**src/rtl/uart_pkg.sv**
```systemverilog
// Shared definitions for the UART transmit path: FSM states, frame limits and
// the fill-level width helper.
package uart_pkg;

    typedef enum logic [2:0] {
        IDLE,
        START,
        DATA,
        PARITY,
        STOP
    } uart_state_e;

    localparam int UART_MIN_DATA_BITS = 5;

    // A FIFO of N entries must represent levels 0..N inclusive.
    function automatic int uart_lvl_w(input int depth);
        return $clog2(depth + 1);
    endfunction

endpackage

```
**src/rtl/uart_sync_fifo.sv**
```systemverilog
// Generic single-clock FIFO with registered level/full/empty flags; the read
// port shows the head entry combinationally from the storage array.
module uart_sync_fifo #(
    parameter int WIDTH = 9,
    parameter int DEPTH = 8,
    parameter int LVL_W = $clog2(DEPTH + 1)
) (
    input  logic             clk,
    input  logic             rst,
    input  logic             push,
    input  logic [WIDTH-1:0] push_data,
    input  logic             pop,
    output logic [WIDTH-1:0] pop_data,
    output logic [LVL_W-1:0] level,
    output logic             full,
    output logic             empty
);
    localparam int PTR_W = (DEPTH > 1) ? $clog2(DEPTH) : 1;

    logic [WIDTH-1:0] mem_q [DEPTH];
    logic [PTR_W-1:0] wr_ptr_q, wr_ptr_d;
    logic [PTR_W-1:0] rd_ptr_q, rd_ptr_d;
    logic [LVL_W-1:0] level_q, level_d;
    logic             full_q, full_d;
    logic             empty_q, empty_d;
    logic             do_push, do_pop;

    always_comb begin
        do_push  = push && !full_q;
        do_pop   = pop && !empty_q;
        wr_ptr_d = wr_ptr_q;
        rd_ptr_d = rd_ptr_q;
        level_d  = level_q;
        // Power-of-two depth lets the pointers wrap by plain overflow.
        if (do_push) wr_ptr_d = wr_ptr_q + PTR_W'(1);
        if (do_pop)  rd_ptr_d = rd_ptr_q + PTR_W'(1);
        case ({do_push, do_pop})
            2'b10:   level_d = level_q + LVL_W'(1);
            2'b01:   level_d = level_q - LVL_W'(1);
            default: level_d = level_q;
        endcase
        full_d  = (level_d == LVL_W'(DEPTH));
        empty_d = (level_d == '0);
    end

    always_ff @(posedge clk) begin
        if (rst) begin
            wr_ptr_q <= '0;
            rd_ptr_q <= '0;
            level_q  <= '0;
            full_q   <= 1'b0;
            empty_q  <= 1'b1;
        end else begin
            wr_ptr_q <= wr_ptr_d;
            rd_ptr_q <= rd_ptr_d;
            level_q  <= level_d;
            full_q   <= full_d;
            empty_q  <= empty_d;
        end
    end

    always_ff @(posedge clk) begin
        if (do_push) mem_q[wr_ptr_q] <= push_data;
    end

    assign pop_data = mem_q[rd_ptr_q];
    assign level    = level_q;
    assign full     = full_q;
    assign empty    = empty_q;

endmodule

```
**src/rtl/uart_tx_fifo.sv**
```systemverilog
// UART transmitter fed by an internal TX FIFO: each popped word is framed with
// start, data, optional parity and stop bits and shifted out on ms_utx.
module uart_tx_fifo
    import uart_pkg::*;
#(
    parameter int DATA_W     = 9,
    parameter int FIFO_DEPTH = 8,
    parameter int DIV_W      = 9,
    parameter int LVL_W      = uart_lvl_w(FIFO_DEPTH)
) (
    input  logic              clk,
    input  logic              rst,
    input  logic              cfg_enable,
    input  logic [DIV_W-1:0]  cfg_clk_div,
    input  logic [3:0]        cfg_data_bits,
    input  logic              cfg_has_parity,
    input  logic              cfg_odd_parity,
    input  logic              cfg_extend_stop,
    input  logic              cfg_lsb_first,
    input  logic              wr_valid,
    input  logic [DATA_W-1:0] wr_data,
    output logic              wr_ready,
    output logic [LVL_W-1:0]  fifo_level,
    output logic              uart_tx_busy,
    output logic              uart_tx_empty_it,
    output logic              ms_utx
);
    localparam logic [3:0] MAX_BITS = 4'(DATA_W);
    localparam logic [3:0] MIN_BITS = 4'(UART_MIN_DATA_BITS);

    function automatic logic [3:0] clamp_bits(input logic [3:0] req);
        if (req < MIN_BITS) return MIN_BITS;
        if (req > MAX_BITS) return MAX_BITS;
        return req;
    endfunction

    function automatic logic [DATA_W-1:0] bits_mask(input logic [3:0] n);
        logic [DATA_W-1:0] m;
        m = '0;
        for (int i = 0; i < DATA_W; i++) begin
            if (i < int'(n)) m[i] = 1'b1;
        end
        return m;
    endfunction

    uart_state_e       state_q, state_d;
    logic [DIV_W-1:0]  div_q, div_d;
    logic [DIV_W-1:0]  div_lim_q, div_lim_d;
    logic [3:0]        cnt_q, cnt_d;
    logic [3:0]        nbits_q, nbits_d;
    logic [DATA_W-1:0] data_q, data_d;
    logic              par_en_q, par_en_d;
    logic              odd_q, odd_d;
    logic              two_stop_q, two_stop_d;
    logic              lsb_q, lsb_d;
    logic              empty_it_q, empty_it_d;

    logic              push, pop, fifo_full, fifo_empty;
    logic              bit_done, last_data, last_stop;
    logic [DATA_W-1:0] fifo_rd_data;
    logic [3:0]        bit_idx;

    uart_sync_fifo #(
        .WIDTH(DATA_W),
        .DEPTH(FIFO_DEPTH),
        .LVL_W(LVL_W)
    ) u_fifo (
        .clk       (clk),
        .rst       (rst),
        .push      (push),
        .push_data (wr_data),
        .pop       (pop),
        .pop_data  (fifo_rd_data),
        .level     (fifo_level),
        .full      (fifo_full),
        .empty     (fifo_empty)
    );

    assign wr_ready  = !fifo_full;
    assign push      = wr_valid && wr_ready;
    assign pop       = (state_q == IDLE) && cfg_enable && !fifo_empty;
    assign bit_done  = (div_q == div_lim_q);
    assign last_data = bit_done && (cnt_q == nbits_q - 4'd1);
    assign last_stop = bit_done && (cnt_q == {3'b000, two_stop_q});
    // cnt_q counts transmitted data bits; MSB-first mirrors it around nbits-1.
    assign bit_idx   = lsb_q ? cnt_q : (nbits_q - 4'd1 - cnt_q);

    always_ff @(posedge clk) begin
        if (rst) state_q <= IDLE;
        else     state_q <= state_d;
    end

    always_comb begin
        state_d = state_q;
        unique case (state_q)
            IDLE:    if (pop)       state_d = START;
            START:   if (bit_done)  state_d = DATA;
            DATA:    if (last_data) state_d = par_en_q ? PARITY : STOP;
            PARITY:  if (bit_done)  state_d = STOP;
            STOP:    if (last_stop) state_d = IDLE;
            default:                state_d = IDLE;
        endcase
    end

    always_comb begin
        ms_utx = 1'b1;
        unique case (state_q)
            START:   ms_utx = 1'b0;
            DATA:    ms_utx = data_q[bit_idx];
            PARITY:  ms_utx = (^data_q) ^ odd_q;
            default: ms_utx = 1'b1;
        endcase
    end

    always_comb begin
        data_d     = data_q;
        nbits_d    = nbits_q;
        div_lim_d  = div_lim_q;
        par_en_d   = par_en_q;
        odd_d      = odd_q;
        two_stop_d = two_stop_q;
        lsb_d      = lsb_q;
        // Frame settings are frozen at pop so mid-frame cfg edits wait a frame.
        if (pop) begin
            nbits_d    = clamp_bits(cfg_data_bits);
            data_d     = fifo_rd_data & bits_mask(nbits_d);
            div_lim_d  = cfg_clk_div;
            par_en_d   = cfg_has_parity;
            odd_d      = cfg_odd_parity;
            two_stop_d = cfg_extend_stop;
            lsb_d      = cfg_lsb_first;
        end

        if ((state_d != state_q) || (state_q == IDLE)) begin
            div_d = '0;
            cnt_d = '0;
        end else if (bit_done) begin
            div_d = '0;
            cnt_d = cnt_q + 4'd1;
        end else begin
            div_d = div_q + DIV_W'(1);
            cnt_d = cnt_q;
        end

        empty_it_d = (state_q == STOP) && last_stop && (fifo_level == '0) && !push;
    end

    always_ff @(posedge clk) begin
        if (rst) begin
            div_q      <= '0;
            cnt_q      <= '0;
            empty_it_q <= 1'b0;
        end else begin
            div_q      <= div_d;
            cnt_q      <= cnt_d;
            empty_it_q <= empty_it_d;
        end
    end

    always_ff @(posedge clk) begin
        data_q     <= data_d;
        nbits_q    <= nbits_d;
        div_lim_q  <= div_lim_d;
        par_en_q   <= par_en_d;
        odd_q      <= odd_d;
        two_stop_q <= two_stop_d;
        lsb_q      <= lsb_d;
    end

    assign uart_tx_busy     = (state_q != IDLE);
    assign uart_tx_empty_it = empty_it_q;

endmodule

```
**config.mk**
```make
export PLATFORM = sky130hd
export DESIGN_NAME = uart_tx_fifo
export DESIGN_NICKNAME = d
export VERILOG_FILES = /design/src/rtl/uart_pkg.sv /design/src/rtl/uart_sync_fifo.sv /design/src/rtl/uart_tx_fifo.sv
export SDC_FILE = /design/constraint.sdc
export NUM_CORES = 1
export LEC_CHECK = 0
export CORE_ASPECT_RATIO = 1.5
export CORE_MARGIN = 1.5
export CORE_UTILIZATION = 37
export DETAILED_ROUTE_END_ITERATION = 8
export HOLD_SLACK_MARGIN = 0.03
export PLACE_DENSITY_LB_ADDON = 0.08
export SKIP_CTS_REPAIR_TIMING = 1
export SYNTH_ARGS = -nofsm -noshare
export SYNTH_HDL_FRONTEND = slang
export SYNTH_HIERARCHICAL = 1
export SYNTH_SLANG_ARGS = --single-unit
```
**constraint.sdc**
```tcl
create_clock -name clk -period 6.56 [get_ports clk]
set_clock_uncertainty 0.2 [all_clocks]
set_input_delay 0.984 -clock clk [delete_from_list [all_inputs] [get_ports clk]]
set_output_delay 0.984 -clock clk [all_outputs]
set_load 0.02 [all_outputs]
```
### Word-level counts from Yosys, hierarchy flattened

Memory sizes are Yosys's and may differ from the RTL's. A register that Yosys moved wholly into a read port is not among the register bits.
Cells that the tools add are included.

* bitwise logic cells: 2
* add/sub/neg operators: 8
* order comparisons: 12
* mux-type cells: 44
* equal/unequal tests: 11
* reductions and logical operators: 21

Operator list (number)
* 2-to-1 mux 1 bit: 26
* 2-to-1 mux 3 bit: 8
* 2-to-1 mux 4 bit: 6
* less-than comparator 3 x 4 -> 1 bit, first input constant: 4
* case mux 3 bit (5 select lines): 1
* logical AND 1 bit: 10
* adder 9 x 1 -> 9 bit, second input constant: 1
* AND 9 bit: 1
* equality test 9 bit: 1
* XOR reduction 9 bit: 1
* adder 4 x 1 -> 4 bit, second input constant: 2
* zero test 4 bit: 2
* less-than comparator 1 x 4 -> 1 bit, first input constant: 2
* less-than comparator 2 x 4 -> 1 bit, first input constant: 2
* case mux 4 bit (2 select lines): 1
* subtractor 4 x 1 -> 4 bit, second input constant: 2
* adder 3 x 1 -> 3 bit, second input constant: 2
* equality test 3 x 2 -> 1 bit, second input constant: 2
* less-than comparator 4 x 5 -> 1 bit, second input constant: 1
* binary-select mux 1 bit (select 4 bit): 1
* equality test 4 x 1 -> 1 bit: 1
* equality test 4 bit: 1
* equality test 4 bit, second input constant: 1
* greater-than comparator 4 bit, second input constant: 1
* 16 further kinds: 18

* bits of input ports: 30
* flip-flop bits (word level): 55
* memories kept: 1
* logic and storage cells: 115
* bits in writable memories: 72
* output and inout port bits: 8

Memory list
* u_fifo.mem_q: depth 8, bits a word 9, rd ports 1, clocked after memory_dff 1, write ports 1, RTL line uart_sync_fifo.sv:20 `logic [WIDTH-1:0] mem_q [DEPTH];`

### Longest topological paths before layout

* depth in word-level cells: 13
* gate-level depth with buffers: 13
* depth with buffers taken out: 12

### Cells and area by module

Netlist, hierarchy kept.

Modules (own cells, without submodules)
* uart_sync_fifo: sequential area each 2462.4 um2, area each 3427.0 um2, instances 1, cells each 186
* uart_tx_fifo: sequential area each 1121.1 um2, area each 2209.6 um2, instances 1, cells each 201

### Worst setup path after synthesis

Ideal clock, no wire load.

* path kind: input to register
* from: input cfg_enable
* to: register u_fifo.full_q, in the netlist u_fifo/full
* library setup time: 0.091 ns
* data required time: 6.269 ns
* slack: 2.589 ns
* data arrival time: 3.680 ns
* stages: 11
* path buffers: 0
* cell sequence: nor3b_2 nand2b_2 clkinv_1 nand2_1 xnor2_1 ha_1 a21oi_1 a21boi_0 nor3_1 xnor2_1 nor4bb_1

* cells in the longest elaborated chain, start to end: 6
* elaborated cells between the ends (all ways): 7
* classes of those cells: 3 x eq/ne; 1 x mux; 3 x reduce/logical

RTL lines
* from (decl): RTL line uart_tx_fifo.sv:13 `input logic cfg_enable,`
* logical AND 1 bit * (2 in series): RTL line uart_tx_fifo.sv:81 `assign pop = (state_q == IDLE) && cfg_enable && !fifo_empty;`
* logical AND 1 bit *: RTL line uart_sync_fifo.sv:30 `do_pop = pop && !empty_q;`
* equality test 2 x 1 -> 1 bit / equality test 2 bit (equally long branches): RTL line uart_sync_fifo.sv:37 `case ({do_push, do_pop})`
* case mux 4 bit (2 select lines) *: RTL line uart_sync_fifo.sv:37
* equality test 4 bit *: RTL line uart_sync_fifo.sv:42 `full_d = (level_d == LVL_W'(DEPTH));`
* to (signal assigned): RTL line uart_sync_fifo.sv:57 `full_q <= full_d;`
* to (decl): RTL line uart_sync_fifo.sv:24 `logic full_q, full_d;`

Mark *: on every way between the ends. The rest lies on a longest branch, timed or not.
A chain may end at the register's enable or synchronous reset.

### Worst setup path in the final report

* from: register nbits_q[0]
* to: output ms_utx

* cells in the longest elaborated chain, start to end: 6

RTL lines
* from (decl): RTL line uart_tx_fifo.sv:50 `logic [3:0] nbits_q, nbits_d;`
* from (signal assigned): RTL line uart_tx_fifo.sv:162 `nbits_q <= nbits_d;`
* subtractor 4 x 1 -> 4 bit: RTL line uart_tx_fifo.sv:86 `assign bit_idx = lsb_q ? cnt_q : (nbits_q - 4'd1 - cnt_q);`
* subtractor 4 bit: RTL line uart_tx_fifo.sv:86
* 2-to-1 mux 4 bit: RTL line uart_tx_fifo.sv:86
* binary-select mux 1 bit (select 4 bit): RTL line uart_tx_fifo.sv:109 `DATA: ms_utx = data_q[bit_idx];`
* 2-to-1 mux 1 bit (implied by the code): RTL line uart_tx_fifo.sv:109
* case mux 1 bit (3 select lines): RTL line uart_tx_fifo.sv:107 `unique case (state_q)`
* to (decl): RTL line uart_tx_fifo.sv:26 `output logic ms_utx`

Every way passes these cells. The select of a mux whose other input is x is not followed.

==> impl_metrics.toml <==
[logic_synthesis]
yosysMostFrequentCell = "edfxtp_1"
synthTopCellsByArea = "edfxtp_1, dfxtp_1, mux4_2"
async_reset_ff_frac = 0
yosys.cell_types.count = 62
synth_area_mm2 = 0.005637
synth_common_cells = "edfxtp_1, nor2_1, dfxtp_1, xnor2_1, nand2_1"
ys.flop_type = "edfxtp_1"
syn_inst = 387
netlist.area_leader.share = 0.5221
synth-seq-area-share = 0.6357
synth-seq-cells = 130
synth-edff-count = 98
synth_top_area_cell = "edfxtp_1"
syn_area_per_cell_um2 = 14.57
yosysWarnings = 6
synth_fp_nets = 428

[critical_path]
cpLargestDelayFamily = "multiplexers"
worstSetupPathType = "reg -> out"
crit_required_ns = 5.38
rrSetupSlack_ns = 3.63
r2r-start = "state_q[2]"
cpPeakStageDelay_ns = 0.54
arrival_ns = 3.46
rr_worst_depth = 12
slowest_stage = "clkdlybuf4s50_1"
critPathMaxFanout = 3
cp-start-kind = "register"
path_common_cell = "inv_1"
crit_buf_inv = 3
timing.rr.end = "u_fifo/full"
end_kind = "output pin"
path_cells = "inv_1 -> ha_1 -> inv_1 -> fa_1 -> mux2i_1 -> mux4_2 -> nor2_1 -> a211oi_1 -> a211o_1 -> clkdlybuf4s50_1"
path_depth = 10

[floorplanning]
die-area_mm2 = 0.01600
core_mm2 = 0.01500
start_util = 0.3757
die_w_um = 103.8
boundaryPins = 38
row_count = 55
fp.dieH_um = 154.2

[cells_and_area]
drive_above_1_share = 0.1886
nNetsFinal = 468
nFillCells = 1403
area_growth_syn_to_layout_pct = 20.87
antenna_cells = 0

[detailed_routing]
dr.pass1.iters = 4
wl_um = 10500
drt-wirelength-per-cell_um = 16.43
vias_per_cell = 4.906
drt_iter0_markers = 88
drc = 0
vias = 3135
ant_nets = 0

[power]
power.switching_w = 0.0004935
clock_power_share = 0.451
irDropWorstVdd_v = 0.0001309
pwr-share-seq = 0.462
leakagePower_nw = 2.237
combPwrFrac = 0.087
p_sw_frac = 0.2413
p_per_area_mw_per_mm2 = 300.1
power.internal_w = 0.001551

[timing]
drv_slew = 0
fin_setup_tns_ns = 0
fin_crit_sh = 0.7084
worst_slew_pin_slew_ns = 1.109
maxSlewHeadroom = 0.2566
rsz0062_at_grt = "no"
setup_viol = 0
min_period_ns = 4.647
holdWs_ns = 0.2980
timing.final.hold_violations = 0
max_freq_mhz = 215.2

[clock_tree]
cts_buffers = 17
ctsRootBufferMaster = "clkbuf_16"
worstSkewPairLatency_ns = 0.41
cts_tree = "built"
clk_path_buf_depth = 2
path_clk_slew_ns = 0.06
h-tree-depth = 4
cts_sinks = 130

[flow_run]
maxCapViolations = 0

[global_route]
grt_max_degree = 30
grt_usage = 0.1412
grt_pass1_wl_um = 16990
antenna_found_initial = 0
grt_pass1_vias = 3170
grt.overflow.total = 0

[worst_hold_path]
min_from = "u_fifo/rd_ptr_q[1]"
holdPathEnd = "u_fifo/rd_ptr_q[1]"
hold_path_class = "reg -> reg"
hold_depth = 2

[placement]
gp_congestion = 0.7580
dp_hpwl_um = 6981
numPortBuffers = 37

[status]
status = "complete, no violations"
==> area by class of cell <==
| class | count | area [µm²] | area share |
|---|---|---|---|
| clock buffer | 17 | 425.4 | 0.06244 |
| clock inverter | 15 | 161.4 | 0.02369 |
| inverter | 13 | 48.80 | 0.007163 |
| multi-input combinational | 225 | 1952 | 0.2865 |
| sequential | 130 | 3583 | 0.5260 |
| tap | 199 | 249.0 | 0.03655 |
| timing repair buffer | 40 | 392.9 | 0.05767 |
==> power by group through the flow <==
stage          combinational (W)  clock [W]  sequential (W)
2_1_floorplan           0.000122          0        0.000956
3_3_place_gp            0.000182          0        0.000961
3_5_place_dp            0.000182          0        0.000962
4_1_cts                 0.000183   0.000950        0.000945
5_1_grt                 0.000196   0.000984        0.000948
6_report                0.000178   0.000922        0.000944
==> flip-flops by register name (all words and copies together), names as in the netlist, 4 cells and up, named ones only <==
name          cells
div_lim_q         9
nbits_q           4
data_q            9
u_fifo/level      4
u_fifo/mem_q     72
cnt_q             4
div_q             9
==> layer usage <==
layer	track usage	part of all wire	up-vias	wire, µm
met4	0.05159	0.013	0	138
met1	0.1593	0.40	1553	4212
met3	0.03434	0.028	8	293
li1	-	-	1529	-
met5	0	0	-	0
met2	0.2581	0.56	45	5853
==> cell families after synthesis <==
logic type,Yosys count,share of synthesized area
buf+inv,32,0.02530
fa+ha+maj,11,0.02575
mux,35,0.1065
compound gates,33,0.04218
xor+xnor,41,0.06504
simple gates,105,0.09945
flops,130,0.6357
==> how the worst max path moves through the flow <==
stage	startpoint	endpoint	slack, ns
after floorplan	cfg_enable	u_fifo/full	2.59
after detailed placement	nbits_q[0]	ms_utx	2.33
after global placement	nbits_q[0]	ms_utx	2.36
after global routing	nbits_q[0]	ms_utx	1.75
after CTS	nbits_q[0]	ms_utx	1.87
final	nbits_q[0]	ms_utx	1.91
==> cells in the final DEF (no fill, tap or decap), types with 3 or more instances in the layout <==
master | netlist | layout
buf_4 | 3 | 3
nor2_1 | 35 | 35
nand3_1 | 8 | 8
clkdlybuf4s50_1 | 0 | 37
inv_6 | 0 | 8
o21ai_0 | 5 | 5
nand2b_1 | 5 | 5
clkbuf_16 | 0 | 17
a21boi_0 | 3 | 3
nand2_1 | 20 | 20
nor3_1 | 9 | 5
mux4_2 | 19 | 19
a21oi_1 | 7 | 7
nor3b_1 | 3 | 3
edfxtp_1 | 98 | 98
inv_1 | 11 | 11
dfxtp_1 | 32 | 32
ha_1 | 10 | 10
nor3_2 | 0 | 4
clkinvlp_4 | 0 | 3
mux2i_1 | 6 | 6
xnor2_1 | 29 | 29
xor2_1 | 11 | 11
mux2_2 | 10 | 10
==> stage by stage <==
step / setup WS, ns / power (W) / std cells / cell area, µm² / utilization
finish: 1.913 / 0.002045 / 639 / 6813 / 0.4541
detailed placement: 2.327 / 0.001144 / 607 / 6226 / 0.4150
floorplan: 2.589 / 0.001077 / 387 / 5637 / -
global placement: 2.359 / 0.001143 / 607 / 6226 / 0.4150
global route: 1.746 / 0.002128 / 639 / 6813 / 0.4541
CTS: 1.866 / 0.002078 / 639 / 6813 / 0.4541
==> worst min-delay path, stage by stage (launching register included) <==
cell	delay (ns)
dfxtp_1	0.31
nand2_1	0.07
a21oi_1	0.06
No activity file was read; power rests on OpenSTA's default activity.
==> RTL change, RTL diff (config.mk and constraints unchanged) <==
Make the reset (`rst`) asynchronous in 3 clocked blocks.
--- a/src/rtl/uart_sync_fifo.sv
+++ b/src/rtl/uart_sync_fifo.sv
@@ -43,7 +43,7 @@
         empty_d = (level_d == '0);
     end
 
-    always_ff @(posedge clk) begin
+    always_ff @(posedge clk or posedge rst) begin
         if (rst) begin
             wr_ptr_q <= '0;
             rd_ptr_q <= '0;
--- a/src/rtl/uart_tx_fifo.sv
+++ b/src/rtl/uart_tx_fifo.sv
@@ -85,7 +85,7 @@
     // cnt_q counts transmitted data bits; MSB-first mirrors it around nbits-1.
     assign bit_idx   = lsb_q ? cnt_q : (nbits_q - 4'd1 - cnt_q);
 
-    always_ff @(posedge clk) begin
+    always_ff @(posedge clk or posedge rst) begin
         if (rst) state_q <= IDLE;
         else     state_q <= state_d;
     end
@@ -145,7 +145,7 @@
         empty_it_d = (state_q == STOP) && last_stop && (fifo_level == '0) && !push;
     end
 
-    always_ff @(posedge clk) begin
+    always_ff @(posedge clk or posedge rst) begin
         if (rst) begin
             div_q      <= '0;
             cnt_q      <= '0;
Check against the original RTL: differs if rst is asserted again (counterexample within 4 cycles, from zero or initial values and one cycle with rst high); with rst held inactive, the same outputs for 10 cycles.
==> RTL change against the original RTL <==
Count of clock-buffer cells in the layout unchanged; synthesized area grew 2.1%; global-route usage is 0.48 points higher; worst setup slack better by 230 ps; maximum frequency grew 5.2%; routed wire length rose by 2.5%; final area is 1.2% higher; sequential cell count down 3.
Power is not compared: it rests on default switching activity, and its combinational part moved more than twofold at a synthesized area within 25%.
==> RTL change: results <==
group,metric,value,unit
global_route,grt_antenna_before_repair,0,
outcome,status,"finished, final reports clean",
critical_path,worst-path-max-fanout,3,
clock_network,cts_tree,"yes",
critical_path,cpLargestDelayFamily,"adder cells",
clock_network,path_clk_slew,60,ps
placed_design,place_congestion,0.761,
route,top_layer,"met4",
sta,slew_headroom,27.7,%
clock_network,cts_buffer_depth,2,
layout,fin_nets,454,
synthesis,syn-num-nets,411,
route,drt_iter0_drc,110,
layout,drive_gt1_share,16.9,%
sta,finalCriticalPeriod,4420,ps
critical_path,r2r_cells,12,
sta,hold_violations,0,
clock_network,cts_buffers,17,
synthesis,yosysWarnings,6,
critical_path,arrival,3230,ps
layout,regMostFlops,"u_fifo/mem_q",
pwr,total_leakage_power,2.48,nW
synthesis,synth_top_flop_cell,"edfxtp_1",
layout,fillers,1376,
clock_network,root_buffer,"clkbuf_16",
min_path,hold_depth,2,
sta,hold_slack,331,ps
global_route,grt_max_degree,29,
route,first_pass_iters,4,
synthesis,async_reset_ff_share,22.8,%
synthesis,seq_area_frac_synth,63.8,%
critical_path,crit_slowest_cell,"clkdlybuf4s50_1",
pwr,peakVddDrop,0.204,mV
global_route,grt_pass1_vias,3257,
route,routed-wl-met2,6100,um
layout,diodes,0,
layout,largest_reg_flops,72,
route,wl,10800,um
min_path,hold_class,"register to register",
critical_path,rrSetupSlack,3630,ps
synthesis,synth_edf_count,98,
route,m1WireLength,4190,um
synthesis,synth_cell_types,60,
global_route,grt_usage,14.6,%
placed_design,placement.io_buffers,37,
synthesis,synthTopCellsByArea,"edfxtp_1 (51%), dfrtp_1 (12%), mux4_1 (4.1%)",
placed_design,hpwl,7260,um
clock_network,insertion_delay,410,ps
critical_path,critPathMaxStageDelay,560,ps
route,routed_via_density,4.88,
clock_network,htreeDepth,4,
synthesis,ys_top_cells_by_count,"edfxtp_1 (98), dfrtp_1 (28), nor2_1 (26), xnor2_1 (26), nand2_1 (22)",
global_route,grt_first_pass_wirelength,17500,um
route,met3_length,287,um
-- RTL change: kinds of logic after synthesis --
group | after synthesis | synth area share [%]
buffers and inverters | 30 | 2.89
AND/OR/NAND/NOR | 102 | 9.80
multiplexers | 34 | 11.7
adder cells (fa/ha/maj) | 11 | 2.52
AO/OA/AOI/OAI | 26 | 3.15
XOR/XNOR | 40 | 6.22
flip-flops | 127 | 63.8
-- RTL change: final cells by class --
class,instances,area share (%)
clock buffer,17,6.17
clock inverter,15,2.52
inverter,15,0.853
multi-input combinational,213,28.0
sequential,127,53.2
tap,199,3.61
timing repair buffer,39,5.59
-- RTL change: layer usage --
metal	track usage, %	up-vias
met2	27.5	47
met1	15.2	1511
met5	0	-
met4	6.39	0
met3	3.47	12
li1	-	1479
-- RTL change: power breakdown --
group	total (mW)	internal [mW]	switching, mW
combinational	0.819	0.424	0.395
sequential	1.20	1.05	0.153
clock	0.949	0.571	0.378
-- RTL change: worst min-delay path: stages, from the launching register on --
cell and delay, ps:
dfrtp_1 380, nand2_1 60, nand2_1 50
-- RTL change: worst paths after layout --
| kind | from | endpoint |
|---|---|---|
| worst max-delay path | nbits_q[0] | ms_utx |
| worst min-delay path | u_fifo/wr_ptr_q[0] | u_fifo/wr_ptr_q[0] |
| worst max register to register | state_q[2] | u_fifo/empty |
| worst min register to register | u_fifo/wr_ptr_q[0] | u_fifo/wr_ptr_q[0] |
| max in group asynchronous | rst | state_q[0] |
| min in group asynchronous | rst | u_fifo/level[0] |
-- RTL change: stage by stage --
stage	cell area [sq um]	cells	power (mW)	setup WS [ps]
after floorplan	5760	370	1.85	1570
after global placement	6300	593	2.05	2600
after detailed placement	6300	593	2.06	2580
after CTS	6900	625	3.02	2120
after global routing	6900	625	3.15	2010
final	6900	625	2.97	2140
